$ cat config.mk
export PLATFORM = sky130hd
export DESIGN_NAME = dcache_req_frontend
export DESIGN_NICKNAME = d
export VERILOG_FILES = /design/src/rtl/dcache_req_frontend.sv
export SDC_FILE = /design/constraint.sdc
export NUM_CORES = 2
export LEC_CHECK = 0
export BUFFER_PORTS_ARGS = -buffer_cell sky130_fd_sc_hd__buf_2
export CORE_ASPECT_RATIO = 0.9
export CORE_MARGIN = 3
export CORE_UTILIZATION = 42
export CTS_CLUSTER_SIZE = 14
export DETAILED_ROUTE_END_ITERATION = 8
export PLACE_DENSITY = 0.66
export SYNTH_ARGS = -nofsm -noshare
export SYNTH_HDL_FRONTEND = slang
export SYNTH_SLANG_ARGS = --single-unit
$ cat constraint.sdc
create_clock -name clk -period 8.3 [get_ports clk]
set_clock_uncertainty 0.1 [all_clocks]
set_input_delay 1.66 -clock clk [delete_from_list [all_inputs] [get_ports clk]]
set_output_delay 1.66 -clock clk [all_outputs]
set_load 0.02 [all_outputs]
$ cat src/rtl/dcache_req_frontend.sv
// dcache_req_frontend
//   Request front end for the DRAM cache controller. Arbitrates processor AR/AW
//   address requests round-robin, stamps each with a rolling transaction ID and
//   queues {is_write, addr, tid} in a first-word-fall-through FIFO for the
//   tag-compare stage.
//
//   Optional feature macro: DCACHE_FE_RD_FORWARD_EN
//     defined   - accepted reads are also forwarded to the memory controller as
//                 a speculative fetch (arvalid_o/arready_i handshake).
//     undefined - forward port tied 0, arready_i ignored.
//
// Ports
//   clk, rst_n                      clock, async active-low reset
//   ar*_i / arvalid_i / arready_o   processor read request
//   aw*_i / awvalid_i / awready_o   processor write request
//   ar*_o / arvalid_o / arready_i   forwarded read to memory controller
//   data_o                          FIFO head {is_write, addr, tid}, 0 when empty
//   rden_i                          pop
//   empty_o aempty_o afull_o        FIFO status (registered-state decodes)
//   count_o                         occupancy
//   err_o                           sticky: [0] pop while empty, [1] overflow
module dcache_req_frontend #(
  parameter int ADDR_WIDTH   = 64,
  parameter int ID_WIDTH     = 8,
  parameter int TID_WIDTH    = 16,
  parameter int FIFO_DEPTH   = 16,
  parameter int AFULL_LEVEL  = FIFO_DEPTH - 2,
  parameter int AEMPTY_LEVEL = 1
) (
  input  logic                              clk,
  input  logic                              rst_n,
  input  logic [ID_WIDTH-1:0]               arid_i,
  input  logic [ADDR_WIDTH-1:0]             araddr_i,
  input  logic [7:0]                        arlen_i,
  input  logic                              arvalid_i,
  output logic                              arready_o,
  input  logic [ID_WIDTH-1:0]               awid_i,
  input  logic [ADDR_WIDTH-1:0]             awaddr_i,
  input  logic [7:0]                        awlen_i,
  input  logic                              awvalid_i,
  output logic                              awready_o,
  output logic [ID_WIDTH-1:0]               arid_o,
  output logic [ADDR_WIDTH-1:0]             araddr_o,
  output logic [7:0]                        arlen_o,
  output logic                              arvalid_o,
  input  logic                              arready_i,
  output logic [TID_WIDTH+ADDR_WIDTH:0]     data_o,
  input  logic                              rden_i,
  output logic                              empty_o,
  output logic                              aempty_o,
  output logic                              afull_o,
  output logic [$clog2(FIFO_DEPTH):0]       count_o,
  output logic [1:0]                        err_o
);

  localparam int ENTRY_W = 1 + ADDR_WIDTH + TID_WIDTH;
  localparam int PTR_W   = $clog2(FIFO_DEPTH);
  localparam int CNT_W   = PTR_W + 1;

  typedef struct packed {
    logic                  is_write;
    logic [ADDR_WIDTH-1:0] addr;
    logic [TID_WIDTH-1:0]  tid;
  } entry_t;

  entry_t               mem [FIFO_DEPTH];
  logic [PTR_W-1:0]     wr_ptr, rd_ptr;
  logic [CNT_W-1:0]     count;
  logic [TID_WIDTH-1:0] tid_ctr;
  logic                 rr_pri;
  logic                 space, fwd_ok, rd_elig, wr_elig;
  logic                 ar_gnt, aw_gnt, push, pop;
  entry_t               wr_entry;

  // Write ID and burst lengths are not carried in the queue.
  logic unused_inputs;
  assign unused_inputs = ^{awid_i, awlen_i, arlen_i, arid_i, arready_i};

  // Registered count only: a same-cycle pop never frees a slot for a push.
  assign space   = count < CNT_W'(FIFO_DEPTH);
  assign rd_elig = arvalid_i && space && fwd_ok;
  assign wr_elig = awvalid_i && space;

  // Round-robin only toggles when both sides actually compete.
  always_comb begin
    ar_gnt = 1'b0;
    aw_gnt = 1'b0;
    if (rd_elig && wr_elig) begin
      if (rr_pri) aw_gnt = 1'b1;
      else        ar_gnt = 1'b1;
    end else begin
      ar_gnt = rd_elig;
      aw_gnt = wr_elig;
    end
  end

  assign arready_o = ar_gnt;
  assign awready_o = aw_gnt;
  assign push      = ar_gnt || aw_gnt;
  assign pop       = rden_i && !empty_o;

  always_comb begin
    wr_entry.is_write = aw_gnt;
    wr_entry.addr     = aw_gnt ? awaddr_i : araddr_i;
    wr_entry.tid      = tid_ctr;
  end

  always_ff @(posedge clk)
    if (push) mem[wr_ptr] <= wr_entry;

  always_ff @(posedge clk or negedge rst_n) begin
    if (!rst_n) begin
      wr_ptr  <= '0;
      rd_ptr  <= '0;
      count   <= '0;
      tid_ctr <= '0;
      rr_pri  <= 1'b0;
      err_o   <= '0;
    end else begin
      if (push) begin
        wr_ptr  <= wr_ptr + PTR_W'(1);
        tid_ctr <= tid_ctr + TID_WIDTH'(1);
      end
      if (pop) rd_ptr <= rd_ptr + PTR_W'(1);
      case ({push, pop})
        2'b10:   count <= count + CNT_W'(1);
        2'b01:   count <= count - CNT_W'(1);
        default: ;
      endcase
      if (rd_elig && wr_elig) rr_pri <= ~rr_pri;
      if (rden_i && empty_o) err_o[0] <= 1'b1;
      if (push && count == CNT_W'(FIFO_DEPTH)) err_o[1] <= 1'b1;
    end
  end

  assign empty_o  = count == '0;
  assign aempty_o = count <= CNT_W'(AEMPTY_LEVEL);
  assign afull_o  = count >= CNT_W'(AFULL_LEVEL);
  assign count_o  = count;
  assign data_o   = empty_o ? '0 : ENTRY_W'(mem[rd_ptr]);

`ifdef DCACHE_FE_RD_FORWARD_EN
  // A pending forward blocks new reads unless it drains this same cycle,
  // so the payload register reloads back-to-back with no bubble.
  assign fwd_ok = !arvalid_o || arready_i;

  always_ff @(posedge clk or negedge rst_n) begin
    if (!rst_n) begin
      arvalid_o <= 1'b0;
      arid_o    <= '0;
      araddr_o  <= '0;
      arlen_o   <= '0;
    end else if (ar_gnt) begin
      arvalid_o <= 1'b1;
      arid_o    <= arid_i;
      araddr_o  <= araddr_i;
      arlen_o   <= arlen_i;
    end else if (arready_i) begin
      arvalid_o <= 1'b0;
    end
  end
`else
  assign fwd_ok    = 1'b1;
  assign arvalid_o = 1'b0;
  assign arid_o    = '0;
  assign araddr_o  = '0;
  assign arlen_o   = '0;
`endif

endmodule

# Word level (Yosys, flattened, before mapping)

Memory sizes are Yosys's and may differ from the RTL's.
Cells that the tools add are included.

Bits in registers: 32
Output and inout bits: 174
Bits in writable memories: 1296
Input bits: 166
ROM bits: 0
Bits in latches: 0
Memories kept: 1

Shifts and indexed selects: 0
Add/subtract/negate cells: 5
Reduce and logical (&&, ||, !) cells: 10
Eq/ne operators: 3
Bitwise logic cells: 1
Magnitude comparators: 3
Multiplexer cells: 9
Div/mod/pow operators: 0
Multiply operators: 0

Memories:

| name | words | bits a word | rd ports | clocked after memory_dff | wr ports | line | RTL |
|---|---|---|---|---|---|---|---|
| mem  | 16    | 81          | 1        | 0                        | 1        | 66   | `entry_t mem [FIFO_DEPTH];` |

Operators with widths:

| kind                  | number |
|---|---|
| $mux 81               | 1 |
| $mux 64               | 1 |
| $add 16x1->16 const B | 1 |
| $pmux 5 s2            | 1 |
| $add 4x1->4 const B   | 2 |
| $logic_and 1x1->1     | 6 |
| $mux 1                | 6 |
| $add 5x1->5 const B   | 1 |
| $eq 5x5->1 const B    | 1 |
| $ge 5x4->1 const B    | 1 |
| $le 5x1->1 const B    | 1 |
| $logic_not 5->1       | 1 |
| $lt 5x5->1 const B    | 1 |
| $sub 5x1->5 const B   | 1 |
| $eq 2x1->1 const B    | 1 |
| $eq 2x2->1 const B    | 1 |
| $reduce_bool 2->1     | 1 |
| $logic_not 1->1       | 1 |
| $logic_or 1x1->1      | 1 |
| $not 1->1             | 1 |

# Depth between registers and ports, before layout

Depth in word-level cells: 7
Depth in mapped cells: 9

# Worst setup path before layout

OpenSTA, ideal clock, no wires.

Kind: input-to-reg
Start: input port arvalid_i
End: memory mem[3][0] in the netlist's numbering (enable)
Stages on the path: 4
Data required time: 7.580 ns
Path slack: -0.048 ns
Data arrival time: 7.629 ns
Path buffers: 0
Cell sequence: nor2_1 nor2_2 nand2_1 nor3_1

Word-level cells in the longest chain between the ends: 6
Elaborated cells on any way between the ends: 7

Ends and longest elaborated chain:

| item                           | line | RTL |
|---|---|---|
| from (decl)                    | 35   | `input logic arvalid_i,` |
| $logic_and 1x1->1 *            | 81   | `assign rd_elig = arvalid_i && space && fwd_ok;` |
| $logic_and 1x1->1              | 88   | `if (rd_elig && wr_elig) begin` |
| $mux 1                         | 88   |  |
| $logic_or 1x1->1 *             | 99   | `assign push = ar_gnt \|\| aw_gnt;` |
| $mux 1 *                       | 109  | `if (push) mem[wr_ptr] <= wr_entry;` |
| $mux 1 (implied by the code) * | 109  |  |
| to (decl)                      | 66   |  |

Mark *: on every way between the ends. The rest lies on a longest branch, timed or not.

# Worst setup path after layout

Start: register count[1] (netlist: count_o[1])
End: output port data_o[1]

Word-level cells in the longest chain between the ends: 2

Ends and longest elaborated chain:

| item                   | line | RTL |
|---|---|---|
| from (decl)            | 68   | `logic [CNT_W-1:0] count;` |
| from (signal assigned) | 126  | `2'b10: count <= count + CNT_W'(1);` |
| from (signal assigned) | 127  | `2'b01: count <= count - CNT_W'(1);` |
| $logic_not 5->1        | 136  | `assign empty_o = count == '0;` |
| $mux 81                | 140  | `assign data_o = empty_o ? '0 : ENTRY_W'(mem[rd_ptr]);` |
| to (decl)              | 47   | `output logic [TID_WIDTH+ADDR_WIDTH:0] data_o,` |

Every way passes these cells.

==> results by group <==
Logic synthesis
  • Mapped cell area: 52000 um2
  • Synth Area in Simple Gates: 0.840%
  • Post-synthesis sequential area ratio: 76.4%
  • Distinct cells, synth: 45
  • Post-synthesis register bit count: 1328
  • Post-synth EDFFs: 1296
  • Mapped Cells: 2302
  • Ys async rst share: 2.41%
  • YS warnings: 0
  • Syn avg cell area: 22.6 um2
  • Multiplexer share of the synthesized area: 17.0%
  • Compound-cell area share of the yosys netlist: 2.51%
  • Ys flop type: edfxtp_1
  • Xor/xnor share of the synthesized area: 0.455%
  • Main combinational cell family by area after synthesis: multiplexers
  • Adder-Cell Fraction of Synth Area: 0.265%

Die
  • Die Height: 340 um
  • DIE AREA: 128000 um2
  • Overall die width: 377 um
  • Cell row count: 121
  • # IOs: 340
  • Initial core utilization: 42.6%
  • Core footprint: 122000 um2

Layout
  • Area of the multi-input gates: 11400 um2
  • Seq. cell area: 39700 um2
  • Finished Cell Area: 58800 um2
  • Fraction of layout cells with a size suffix above 1: 34.0%
  • Post-route core utilization: 48.2%
  • Fillers: 9644
  • Final net count: 2774
  • Area growth, synth to finish: 13.1%

Worst hold path
  • Min-delay src: err_o[1]
  • Hold path depth: 0
  • Hold Path Sink: err_o[1]
  • HP Class: register to register

STA
  • Period minus WS final: 6.05 ns
  • Setup tns final: 0 ns
  • Final hold vios: 0
  • Slew headroom: 23.3%
  • PnR worst setup slack: 2.25 ns
  • Hold WS: 0.276 ns
  • Period utilization: 72.9%
  • RSZ-0062 raised after global routing: no
  • Peak Freq: 0.165 GHz
  • Worst-Margin Slew: 1.14 ns
  • Slew Viols, Final: 0
  • Setup Viol. Count Final: 0

Place
  • GPL Wtd Cong: 0.711
  • Placed standard-cell area: 54800 um2
  • Post-Place Setup Slack: 2.93 ns
  • Buffers on Ports: 225
  • HPWL Detailed: 60.1 mm

Status
  • Status: finished clean

Drt
  • Vias/cell: 5.58
  • DR WL/cell: 26.8 um
  • Routed WL: 116 mm
  • Vias: 24.0k
  • Initial drt markers: 2231
  • DRT Pass-1 Iters: 5
  • Post-route DRC: 0
  • ANT nets after route: 0

GRT
  • Remaining global-route overflow: 0
  • Antenna violations before repair: 2
  • GRT Total Usage: 18.2%
  • First-pass GRT wire length: 169 mm
  • Vias in the first global route: 25.5k
  • Largest net degree at the start of global routing: 114

Clocking
  • CTS clock-pin slew for the worst setup and hold paths: 0.06 ns
  • Clock Latency Late Sink: 0.73 ns
  • CTS sink cnt: 1328
  • Post-CTS Hold Fix Bufs: 0
  • Post_cts resized: 0
  • Root buf cell: clkbuf_16
  • CTS tree: built
  • CTS buffer count: 134
  • H-Tree Depth: 4
  • Max Root-Sink Buffers: 3
  • Post-CTS setup repair buffer count: 0

Job
  • MaxCap Viol Count: 0

Critical path
  • Worst-path fanout max: 38
  • CP Launch Type: register
  • Reg2Reg Setup Slack: 4.77 ns
  • CP Cell Sequence: inv_1, ha_1, or4b_4, or2b_2, buf_4, o21ai_0, buf_2
  • WP data required: 6.54 ns
  • Worst r2r dst: mem[12][32]
  • CP Class: register to output port
  • Critical Path Start: count_o[1]
  • Slowest CP cell: buf_4
  • Crit-path max cell delay: 0.72 ns
  • R2R depth: 4
  • Worst setup EP type: output port
  • Reg-to-reg startpoint: count_o[4]
  • Crit path DAT: 4.29 ns

Power and ir drop
  • Worst IR Drop VDD: 376 uV
  • PwrDens: 365 nW/um2
  • Leakage: 0.0190 uW
[layer usage]
layer / track usage (%) / vias to the layer above / share of wire [%]
li1: - / 10100 / -
met1: 23.7 / 12900 / 40
met2: 31.2 / 871 / 51
met3: 3.26 / 165 / 6.7
met4: 5.53 / 2 / 2.4
met5: 0 / - / 0.0087
[critical path: cells and delay by family (launching register included)]
kind | cells | cell delay (ns)
buffers and inverters | 3 | 1.17
and+or+nand+nor | 2 | 1.15
AOI/OAI and AO/OA | 1 | 0.56
DFF | 1 | 0.44
adders and majority gates | 1 | 0.16
[cells by family (layout without fill, tap and decap cells)]
group / after synthesis / after routing
buffers and inverters: 210 / 534
XOR/XNOR: 27 / 27
adder cells (fa/ha/maj): 11 / 11
AO/OA/AOI/OAI: 169 / 169
other: 1 / 82
flip-flops: 1328 / 1328
multiplexers: 473 / 473
AND/OR/NAND/NOR: 83 / 83
[layout make-up]
cell class              count  area share [%]
diodes                      1         0.00426
clock buffers             178            6.11
clock inverters            67           0.656
inverters                   8          0.0511
multi-input cells         844            19.4
flip-flops and latches   1328            67.6
well taps                1599            3.41
repair buffers            281            2.72
[report_power, final]
part | internal [uW] | total, uW | switching [uW]
combinational | 2660 | 6890 | 4230
sequential | 8620 | 9050 | 429
clock | 3080 | 5480 | 2400
[metrics by stage]
stage | cells | power (uW)
CTS | 4305 | 21700
global placement | 4060 | 16100
global route | 4305 | 22400
detailed placement | 4060 | 16300
floorplan | 2382 | 13900
finish | 4306 | 21400
[cell usage after synthesis, drive strengths merged (6+ instances only)]
| cell type | instances | area [um2] |
|---|---|---|
| clkbuf | 40 | 151 |
| nand4 | 6 | 37.5 |
| mux2i | 85 | 851 |
| edfxtp | 1296 | 38900 |
| nand2 | 17 | 63.8 |
| nor3 | 6 | 30.0 |
| mux2 | 66 | 743 |
| dfrtp | 32 | 801 |
| buf | 162 | 1100 |
| o21ai | 83 | 415 |
| mux4 | 322 | 7250 |
| nand3 | 8 | 40.0 |
| ha | 11 | 138 |
| inv | 8 | 30.0 |
| nor2 | 23 | 88.8 |
| xor2 | 8 | 70.1 |
| a22oi | 80 | 851 |
| xnor2 | 19 | 166 |
[cell usage in the layout, fill, tap and decap left out, drive strengths merged, types with 2 or more instances in the layout]
master / count
a21oi: 3
a22oi: 80
and3: 2
buf: 281
clkbuf: 178
clkinv: 57
conb: 81
dfrtp: 32
edfxtp: 1296
ha: 11
inv: 17
mux2: 66
mux2i: 85
mux4: 322
nand2: 17
nand2b: 4
nand3: 8
nand3b: 5
nand4: 6
nand4b: 2
nor2: 23
nor3: 6
nor3b: 2
nor4: 3
o21ai: 83
xnor2: 19
xor2: 8
[sequential cells by signal, summed over array words and instances (netlist names)]
name and count:
rd_ptr 4, count_o 5, err_o 2, tid_ctr 16
rr_pri 1, mem 1296, wr_ptr 4
[worst max path at each step]
stage	endpoint	slack [ns]	cells after the start
floorplan	mem[7][0]	2.13	4
global placement	data_o[1]	3.00	7
detailed placement	data_o[1]	2.93	7
CTS	data_o[1]	2.14	7
global route	data_o[1]	2.00	7
finish	data_o[1]	2.25	7
No activity file was read; power rests on OpenSTA's default activity.
